`src/rtl/cw_seq_defs.sv`:
```
// Shared definitions for the CW/voice transmit sequencer.
// Latency: n/a (types, constants and one elaboration-time helper).
// Backpressure: n/a.
package cw_seq_defs;

  typedef enum logic [2:0] {
    ST_IDLE  = 3'd0,
    ST_LEAD  = 3'd1,
    ST_KEYED = 3'd2,
    ST_HANG  = 3'd3,
    ST_VOICE = 3'd4
  } state_e;

  typedef enum logic [1:0] {
    OWN_NONE  = 2'd0,
    OWN_KEYER = 2'd1,
    OWN_HOST  = 2'd2,
    OWN_VOICE = 2'd3
  } owner_e;

  // Wide enough for both the 8-bit PTT lead and the 10-bit hang time.
  localparam int unsigned MS_CNT_W = 10;

  // Clock cycles per millisecond; clamps to 1 so slow clocks still tick.
  function automatic int unsigned ms_div(input int unsigned clk_hz);
    return (clk_hz < 1000) ? 1 : clk_hz / 1000;
  endfunction

endpackage

```
`src/rtl/ms_tick_gen.sv`:
```
// Free-running prescaler producing a one-cycle tick every millisecond.
// Latency: tick asserted in the last cycle of each CLK_HZ/1000-cycle period.
// Backpressure: none; runs continuously once out of reset.
// Ports: clk_i/rst_i (sync active-high), tick_o one-cycle 1 ms strobe.
module ms_tick_gen
  import cw_seq_defs::*;
#(
  parameter int unsigned CLK_HZ = 48_000_000
) (
  input  logic clk_i,
  input  logic rst_i,
  output logic tick_o
);

  localparam int unsigned DIV  = ms_div(CLK_HZ);
  localparam int unsigned CW   = (DIV < 2) ? 1 : $clog2(DIV);
  localparam logic [CW-1:0] LAST = CW'(DIV - 1);

  logic [CW-1:0] cnt_q, cnt_d;

  assign tick_o = (cnt_q == LAST);

  always_comb begin
    cnt_d = tick_o ? '0 : cnt_q + 1'b1;
  end

  always_ff @(posedge clk_i) begin
    if (rst_i) cnt_q <= '0;
    else       cnt_q <= cnt_d;
  end

endmodule

```
`src/rtl/cw_tx_sequencer.sv`:
```
// T/R sequencer: arbitrates keyer/host CW/voice PTT, PTT lead, hang time, stuck-key watchdog.
// Latency: registered outputs change on the edge entering a state; grant takes one edge.
// Backpressure: none; non-owner requests are simply ignored until the sequencer returns to IDLE.
// Ports: IF_clk/IF_rst (sync active-high); cw_enable, keyer_key, host_key, voice_ptt requests;
//   IF_CW_PTT_delay (ms), IF_CW_Hang_Time (ms); tx_ptt, tx_key, tx_owner, TxEN_start/TxEN_end
//   pulses, sticky key_timeout.
module cw_tx_sequencer
  import cw_seq_defs::*;
#(
  parameter int unsigned CLK_HZ     = 48_000_000,
  parameter int unsigned MAX_KEY_MS = 10_000
) (
  input  logic       IF_clk,
  input  logic       IF_rst,
  input  logic       cw_enable,
  input  logic       keyer_key,
  input  logic       host_key,
  input  logic       voice_ptt,
  input  logic [7:0] IF_CW_PTT_delay,
  input  logic [9:0] IF_CW_Hang_Time,
  output logic       tx_ptt,
  output logic       tx_key,
  output logic [1:0] tx_owner,
  output logic       TxEN_start,
  output logic       TxEN_end,
  output logic       key_timeout
);

  localparam int unsigned WD_W = (MAX_KEY_MS < 2) ? 1 : $clog2(MAX_KEY_MS + 1);
  localparam logic [WD_W-1:0] WD_LIMIT = WD_W'(MAX_KEY_MS);

  state_e              state_q, state_d;
  owner_e              owner_q, owner_d;
  logic [MS_CNT_W-1:0] ms_cnt_q, ms_cnt_d;
  logic [WD_W-1:0]     wd_q, wd_d;
  logic                ptt_q, ptt_d, key_q, key_d;
  logic                start_q, start_d, end_q, end_d;
  logic                timeout_q, timeout_d;
  logic                tick, own_req, cw_ok, wd_trip;

  ms_tick_gen #(.CLK_HZ(CLK_HZ)) u_tick (
    .clk_i (IF_clk),
    .rst_i (IF_rst),
    .tick_o(tick)
  );

  // Request of whoever holds the transmitter; dropping cw_enable reads as a CW key-up.
  always_comb begin
    own_req = 1'b0;
    case (owner_q)
      OWN_KEYER: own_req = cw_enable & keyer_key;
      OWN_HOST:  own_req = cw_enable & host_key;
      OWN_VOICE: own_req = voice_ptt;
      default:   own_req = 1'b0;
    endcase
  end

  assign cw_ok   = cw_enable & ~timeout_q;
  assign wd_trip = (MAX_KEY_MS != 0) && (wd_q >= WD_LIMIT);

  always_comb begin
    state_d   = state_q;
    owner_d   = owner_q;
    ms_cnt_d  = ms_cnt_q;
    wd_d      = wd_q;
    ptt_d     = ptt_q;
    key_d     = key_q;
    start_d   = 1'b0;
    end_d     = 1'b0;
    timeout_d = timeout_q;
    case (state_q)
      ST_IDLE: begin
        ptt_d   = 1'b0;
        key_d   = 1'b0;
        owner_d = OWN_NONE;
        if (!keyer_key && !host_key && !voice_ptt) timeout_d = 1'b0;
        if (cw_ok && (keyer_key || host_key)) begin
          owner_d  = keyer_key ? OWN_KEYER : OWN_HOST;
          state_d  = ST_LEAD;
          ms_cnt_d = {2'b00, IF_CW_PTT_delay};
          ptt_d    = 1'b1;
          start_d  = 1'b1;
        end else if (voice_ptt) begin
          owner_d = OWN_VOICE;
          state_d = ST_VOICE;
          ptt_d   = 1'b1;
          start_d = 1'b1;
        end
      end
      ST_LEAD: begin
        if (ms_cnt_q == '0) begin
          if (own_req) begin
            state_d = ST_KEYED;
            key_d   = 1'b1;
            wd_d    = '0;
          end else begin
            state_d  = ST_HANG;
            ms_cnt_d = IF_CW_Hang_Time;
          end
        end else if (tick) begin
          ms_cnt_d = ms_cnt_q - 1'b1;
        end
      end
      ST_KEYED: begin
        // A genuine key-up wins over a simultaneous watchdog trip.
        if (!own_req || wd_trip) begin
          state_d  = ST_HANG;
          key_d    = 1'b0;
          ms_cnt_d = IF_CW_Hang_Time;
          if (own_req) timeout_d = 1'b1;
        end else if (tick && (wd_q != '1)) begin
          wd_d = wd_q + 1'b1;
        end
      end
      ST_HANG: begin
        // Re-key inside the hang window returns straight to carrier; relay is already settled.
        if (own_req && !timeout_q) begin
          state_d = ST_KEYED;
          key_d   = 1'b1;
          wd_d    = '0;
        end else if (ms_cnt_q == '0) begin
          state_d = ST_IDLE;
          ptt_d   = 1'b0;
          owner_d = OWN_NONE;
          end_d   = 1'b1;
        end else if (tick) begin
          ms_cnt_d = ms_cnt_q - 1'b1;
        end
      end
      ST_VOICE: begin
        if (!voice_ptt) begin
          state_d = ST_IDLE;
          ptt_d   = 1'b0;
          owner_d = OWN_NONE;
          end_d   = 1'b1;
        end
      end
      default: begin
        state_d = ST_IDLE;
        ptt_d   = 1'b0;
        key_d   = 1'b0;
        owner_d = OWN_NONE;
      end
    endcase
  end

  always_ff @(posedge IF_clk) begin
    if (IF_rst) begin
      state_q   <= ST_IDLE;
      owner_q   <= OWN_NONE;
      ms_cnt_q  <= '0;
      wd_q      <= '0;
      ptt_q     <= 1'b0;
      key_q     <= 1'b0;
      start_q   <= 1'b0;
      end_q     <= 1'b0;
      timeout_q <= 1'b0;
    end else begin
      state_q   <= state_d;
      owner_q   <= owner_d;
      ms_cnt_q  <= ms_cnt_d;
      wd_q      <= wd_d;
      ptt_q     <= ptt_d;
      key_q     <= key_d;
      start_q   <= start_d;
      end_q     <= end_d;
      timeout_q <= timeout_d;
    end
  end

  assign tx_ptt      = ptt_q;
  assign tx_key      = key_q;
  assign tx_owner    = owner_q;
  assign TxEN_start  = start_q;
  assign TxEN_end    = end_q;
  assign key_timeout = timeout_q;

endmodule

```
`config.mk`:
```
export PLATFORM = sky130hd
export DESIGN_NAME = cw_tx_sequencer
export DESIGN_NICKNAME = d
export VERILOG_FILES = /design/src/rtl/cw_seq_defs.sv /design/src/rtl/ms_tick_gen.sv /design/src/rtl/cw_tx_sequencer.sv
export SDC_FILE = /design/constraint.sdc
export NUM_CORES = 1
export LEC_CHECK = 0
export BUFFER_PORTS_ARGS = -buffer_cell sky130_fd_sc_hd__buf_2
export CORE_MARGIN = 5
export CORE_UTILIZATION = 33
export DETAILED_ROUTE_END_ITERATION = 10
export SETUP_SLACK_MARGIN = 0.4
export SLEW_MARGIN = 25
export SYNTH_ARGS = -nofsm -noshare
export SYNTH_HDL_FRONTEND = slang
export SYNTH_HIERARCHICAL = 1
export SYNTH_SLANG_ARGS = --single-unit
```
`constraint.sdc`:
```
create_clock -name IF_clk -period 3.1 [get_ports IF_clk]
set_clock_uncertainty 0.1 [all_clocks]
set_input_delay 0.31 -clock IF_clk [delete_from_list [all_inputs] [get_ports IF_clk]]
set_output_delay 0.31 -clock IF_clk [all_outputs]
set_load 0.01 [all_outputs]
```
==> results of run 1 <==
where the power goes:
part           total, uW  switching, uW  internal [uW]
combinational        711            394            317
clock                573            229            344
sequential           799           91.9            707
total               2080            714           1370
worst max-delay path, cell delays in order, from the launching register on:
cell and delay, ns:
dfxtp_1 0.41, inv_1 0.08, ha_1 0.20, nor3b_2 0.17, and3_2 0.28, a221o_1 0.33
a221o_2 0.43, buf_4 0.18, a21o_1 0.14, a211oi_1 0.21
final timing paths:
| path | startpoint | end | slack, ns | depth (start not counted) |
|---|---|---|---|---|
| max | ms_cnt_q[0] | ms_cnt_q[6] | 0.48 | 9 |
| max reg2reg | ms_cnt_q[0] | ms_cnt_q[6] | 0.48 | 9 |
| min | IF_CW_Hang_Time[9] | ms_cnt_q[9] | 0.24 | 3 |
| min reg2reg | tx_key | tx_key | 0.37 | 2 |
synth_stat cells, drive strengths merged, types with 2 or more instances:
master	instances	area, um2
dfxtp	50	1000
nor2	45	171
nand2	30	113
a21oi	24	120
xnor2	20	175
inv	16	60.1
nor4	15	100
nand3	12	60.1
nor3	12	82.6
nand4	11	68.8
clkbuf	9	33.8
ha	8	100
nor2b	7	43.8
or3	7	43.8
o21ai	6	30.0
a31oi	5	37.5
and3	5	31.3
a221oi	4	35.0
buf	4	38.8
o221a	4	45.0
o22ai	4	25.0
a21boi	3	26.3
nor4b	3	26.3
o31ai	3	36.3
xor2	3	26.3
a21o	2	15.0
a221o	2	20.0
a311oi	2	17.5
and2	2	12.5
nand2b	2	12.5
nand3b	2	27.5
nor3b	2	20.0
o21a	2	15.0
or2	2	12.5
or4	2	15.0
logic make-up (layout without fill, tap and decap cells):
kind of cell               Yosys count  in the layout  share of synthesized area [%]
AOI/OAI and AO/OA                   71             71                           18.0
xor gates and xnor gates            23             23                           7.12
adders and majority gates            8              8                           3.54
buffers and inverters               29             71                           4.69
DFF                                 50             50                           35.4
muxes                                1              1                          0.486
and+or+nand+nor                    162            162                           30.8
what timing repair did:
item / in CTS / in global routing
pin swaps: 1 / 5
resized for setup: 1 / 15
setup buffers: 2 / 7
setup endpoints to repair: 2 / 10
layout make-up:
cell class | count | area share [%]
clock inverters | 2 | 1.78
multi-input cells | 265 | 52.1
well taps | 105 | 3.89
inverters | 16 | 1.78
clock buffers | 6 | 2.44
flip-flops and latches | 50 | 29.7
repair buffers | 47 | 8.36
flip-flops by register name, indices dropped and copies added (netlist names):
signal        cells
u_tick/cnt_q     16
wd_q             14
ms_cnt_q         10
state_q           3
tx_owner          2
TxEN_end          1
TxEN_start        1
key_timeout       1
tx_key            1
tx_ptt            1
layer usage:
layer / up-vias / global-route usage [%] / wire length (um)
li1: 1328 / - / -
met1: 1206 / 15.9 / 3140
met2: 32 / 22.1 / 3240
met3: 10 / 2.44 / 219
met4: 0 / 4.24 / 105
met5: - / 0 / 0
stage by stage:
stage / hold slack (ns) / total power [uW]
floorplan: 0.282 / 1290
global placement: 0.342 / 1440
detailed placement: 0.349 / 1460
CTS: 0.235 / 2050
global route: 0.262 / 2210
finish: 0.241 / 2080
==> metrics.cfg, run 1 <==
[final_layout]
multi_input_area_um2=1760
syn_to_final_growth_pct=19.5
regArea_um2=1000
drive_above_1_share_pct=21.8
layout_commonest_cell=dfxtp_1
final_cell_mix=48 x dfxtp_1, 44 x nor2_1, 30 x nand2_1, 30 x buf_2, 22 x a21oi_1
nNetsFinal=417
n_fill_cell=874
finalNonFillerCells=491
antennaDiodeCount=0
final_util_pct=40.7
design_area_um2=3380

[floorplan]
die_height_um=103
io_pins=31
die_w_um=103
coreArea_um2=8300
die_area_um2=10500
start_util_pct=34.1
rows=33

[logic_synthesis]
yosysUniqueCellTypes=61
ys_seq_area_share_pct=35.4
synth-main-ff-cell=dfxtp_1
synth_warnings=6
synth_fp_nets=376
synth_enable_flop_cells=0
postSynthAreaPerCell_um2=8.23
synth_area_um2=2830
async_reset_ff_share_pct=0
netlist_instances=344
ys_ff_latch=50

[sta]
worst_slack_ns=0.485
setup_viol=0
setup-tns-final_ns=0
period_minus_slack_ns=2.62
rsz0062_at_grt=true
tightest_slew_ns=0.655
maxSlewHeadroom_pct=56.2
slew_violations=0
post-route-period-util_pct=84.4
finalHoldViolations=0
clock.fmax_mhz=382

[cts]
cts.sinks=50
clk_latency_ns=0.31
cts-buffers-inserted=5
cts-root-buf=clkbuf_8
clk_path_buf_depth=2
ctsHoldBuffers=0
h-tree-depth=2
clk_pin_slew_ns=0.10
cts_tree=done

[setup_path]
required_ns=3.24
crit_type=flop to flop
arrival_ns=2.75
worst_setup_path_end_kind=flop
cp_max_fo=14
cp-start-kind=flop

[placement]
dp_hpwl_um=4890
dpl_cell_area_um2=3100
port_buffers=30
dp_slack_ns=0.317
placed_cells=474
gp_congestion=0.854

[grt]
antenna_found_initial=0
grt_overflow_total=0
grt_pass1_vias=2388
grt_max_degree=23
grt_usage_pct=12.8
grt_pass1_wl_um=10900

[power]
p_leak_uw=0.00125
vdd.ir_drop.worst_mv=0.226
powerDensity_nw_per_um2=616

[drt]
drc_errors=0
via_count=2576
routed_via_density=5.25
drt-pass1-iter-count=5
wl_per_cell_um=13.7
ant_nets=0
totalWireLength_um=6710
drt_iter0_drc=67

[hold_path]
min_path_type=input port to flop

[run]
maxCapViolations=0

[outcome]
status=completed

(Power assumes the default switching activity.)
==> run 2, diff against run 1 <==
==> constraint.sdc (replaced) <==
create_clock -name IF_clk -period 2.1 [get_ports IF_clk]
set_clock_uncertainty 0.1 [all_clocks]
set_input_delay 0.21 -clock IF_clk [delete_from_list [all_inputs] [get_ports IF_clk]]
set_output_delay 0.21 -clock IF_clk [all_outputs]
set_load 0.01 [all_outputs]
==> run 2 against run 1 <==
The flow now finishes with violations (setup timing). Die area stayed put. Register-to-register slack got worse by 0.87 ns. Non-clock buffer count rose by 75. Power up 81%. Global-route usage is 3.5 points higher. First-iteration DRC count increased by 93%. Worst hold slack got worse by 0.13 ns. Combinational power rose to 2.7 times the previous value. Count of clock-buffer cells in the layout is 1 lower.
==> metrics.cfg, run 2 (synthesized netlist as in run 1, its figures left out) <==
[final_layout]
finalNonFillerCells=566  ; was 491
antennaDiodeCount=0  ; unchanged
largest_register_ffs=16  ; unchanged
n_fill_cell=745  ; was 874
regMostFlops=u_tick/cnt_q  ; unchanged
final_cell_mix=78 x buf_4, 44 x dfxtp_1, 41 x nor2_1, 30 x buf_2, 24 x nand2_1  ; was 48 x dfxtp_1, 44 x nor2_1, 30 x nand2_1, 30 x buf_2, 22 x a21oi_1
drive_above_1_share_pct=46.6  ; was 21.8%
syn_to_final_growth_pct=56.3  ; was 19.5%
layout_commonest_cell=buf_4  ; was dfxtp_1
nNetsFinal=492  ; was 417
reg.largest.list=u_tick/cnt_q: 16 flops, wd_q: 14 flops, ms_cnt_q: 10 flops  ; unchanged

[hold_path]
holdPathEnd=tx_owner[0]  ; was ms_cnt_q[9]
worstHoldPathCells=2  ; was 3
min_from=IF_rst  ; was IF_CW_Hang_Time[9]
min_path_type=input port to flop  ; unchanged

[floorplan]
coreArea_um2=8300  ; unchanged
die_area_um2=10500  ; unchanged
die_height_um=103  ; unchanged
start_util_pct=34.1  ; unchanged
rows=33  ; unchanged
io_pins=31  ; unchanged
die_w_um=103  ; unchanged

[setup_path]
crit_path_start=u_tick/cnt_q[10]  ; was ms_cnt_q[0]
crit_type=flop to flop  ; unchanged
required_ns=2.25  ; was 3.24 ns
worst_setup_path_end_kind=flop  ; unchanged
cp_max_fo=4  ; was 14
cp-start-kind=flop  ; unchanged
r2r_end=wd_q[12]  ; was ms_cnt_q[6]
cp_slowest_stage_delay_ns=0.54  ; was 0.43 ns
arrival_ns=2.64  ; was 2.75 ns
cpMaxStageDelayCell=or4b_4  ; was a221o_2
r2r_cells=7  ; was 9
r2r_slack_ns=-0.39  ; was 0.48 ns
r2r_start=u_tick/cnt_q[10]  ; was ms_cnt_q[0]
path_cells=or4b_4 > nor4_4 > buf_4 > a31oi_4 > or3_4 > or4_4 > a21oi_2  ; was inv_1 > ha_1 > nor3b_2 > and3_2 > a221o_1 > a221o_2 > buf_4 > a21o_1 > a211oi_1

[placement]
dp_hpwl_um=5750  ; was 4890 um
port_buffers=30  ; unchanged
gp_congestion=0.863  ; was 0.854
placed_cells=541  ; was 474
dp_slack_ns=-0.405  ; was 0.317 ns

[power]
p_total_uw=3770  ; was 2080 uW
vdd.ir_drop.worst_mv=0.416  ; was 0.226 mV
powerDensity_nw_per_um2=852  ; was 616 nW/um2
p_leak_uw=0.00171  ; was 0.00125 uW

[drt]
via_count=2964  ; was 2576
drt_iter0_drc=129  ; was 67
drt-pass1-iter-count=4  ; was 5
ant_nets=0  ; unchanged
drc_errors=0  ; unchanged
routed_via_density=5.24  ; was 5.25
totalWireLength_um=8500  ; was 6710 um
wl_per_cell_um=15.0  ; was 13.7 um

[cts]
clk_path_buf_depth=2  ; unchanged
cts-buffers-inserted=5  ; unchanged
cts_tree=done  ; unchanged
cts.sinks=50  ; unchanged
clk_latency_ns=0.31  ; about the same
clk_pin_slew_ns=0.10  ; about the same
cts-root-buf=clkbuf_8  ; unchanged
h-tree-depth=2  ; unchanged
ctsHoldBuffers=0  ; unchanged

[outcome]
status=finished with violations  ; was completed
failed_checks=setup timing

[sta]
slew_violations=0  ; unchanged
post-route-period-util_pct=118  ; was 84.4%
maxSlewHeadroom_pct=67.8  ; was 56.2%
clock.fmax_mhz=402  ; was 382 MHz
finalHoldViolations=0  ; unchanged
worst_slack_ns=-0.387  ; was 0.485 ns
rsz0062_at_grt=true  ; unchanged
setup_viol=24  ; was 0
tightest_slew_ns=0.481  ; was 0.655 ns
period_minus_slack_ns=2.49  ; was 2.62 ns

[grt]
grt_max_degree=17  ; was 23
grt_overflow_total=0  ; unchanged
grt_pass1_wl_um=13800  ; was 10900 um
grt_usage_pct=16.3  ; was 12.8%
grt_pass1_vias=3016  ; was 2388
antenna_found_initial=0  ; unchanged

[run]
maxCapViolations=0  ; unchanged

==> run 2: cell count changes in the layout (fill, tap and decap cells not counted), moves of 6 or more <==
cell,previous run,this run
nor4_1,14,7
a21oi_2,2,13
buf_4,16,78
a21oi_1,22,10
nor4_4,0,8
buf_6,0,12
nand2_2,0,6
nand2_1,30,24
==> run 2: layout make-up <==
type / instances / area [um2] / share of cell area (%)
multi-input cells: 265 / 2190 / 49.6
well taps: 105 / 131 / 2.97
repair buffers: 122 / 911 / 20.6
flip-flops and latches: 50 / 1010 / 22.9
clock inverters: 3 / 43.8 / 0.990
inverters: 16 / 62.6 / 1.41
clock buffers: 5 / 68.8 / 1.56
==> run 2: per-layer routing <==
layer | part of all wire (%) | wire length (um) | track usage (%) | up-vias
met5 | 0 | 0 | 0 | -
met2 | 51 | 4370 | 28.1 | 42
met3 | 3.1 | 261 | 2.64 | 9
met1 | 44 | 3760 | 20.8 | 1436
li1 | - | - | - | 1477
met4 | 1.2 | 106 | 5.15 | 0
==> run 2: worst max-delay path, delay by kind of cell (launching register included) <==
kind	cells	cell delay, ns
and+or+nand+nor	4	1.60
DFF	1	0.33
AOI/OAI and AO/OA	2	0.22
buffers and inverters	1	0.18
==> run 2: worst max-delay path by stage <==
stage,to,cells past startpoint
final,wd_q[12],7
after global routing,wd_q[12],7
after CTS,wd_q[12],7
after detailed placement,wd_q[12],7
after global placement,wd_q[12],7
after floorplan,wd_q[12],8
==> run 2: repair_timing <==
action / CTS / global route
setup endpoints to repair: 48 / 48
setup buffers: 8 / 8
pin swaps: 45 / 32
gates cloned: 1 / 0
gates resized for setup: 60 / 32
endpoints found under the hold margin: 0 / 0
==> run 2: report_power, final <==
part | total (uW) | internal, uW | switching (uW)
Clock | 708 | 358 | 351
Combinational | 1910 | 925 | 986
Sequential | 1150 | 1050 | 100
==> run 2: stage by stage <==
step / utilization, % / instance area, um2 / hold WS [ns] / TNS [ns]
2_1_floorplan: - / 2970 / 0.182 / -3.78
3_3_place_gp: 44.6 / 3700 / 0.342 / -3.20
3_5_place_dp: 44.6 / 3700 / 0.351 / -4.75
4_1_cts: 50.8 / 4220 / 0.108 / -4.40
5_1_grt: 53.3 / 4420 / 0.111 / -8.47
6_report: 53.3 / 4420 / 0.111 / -6.18
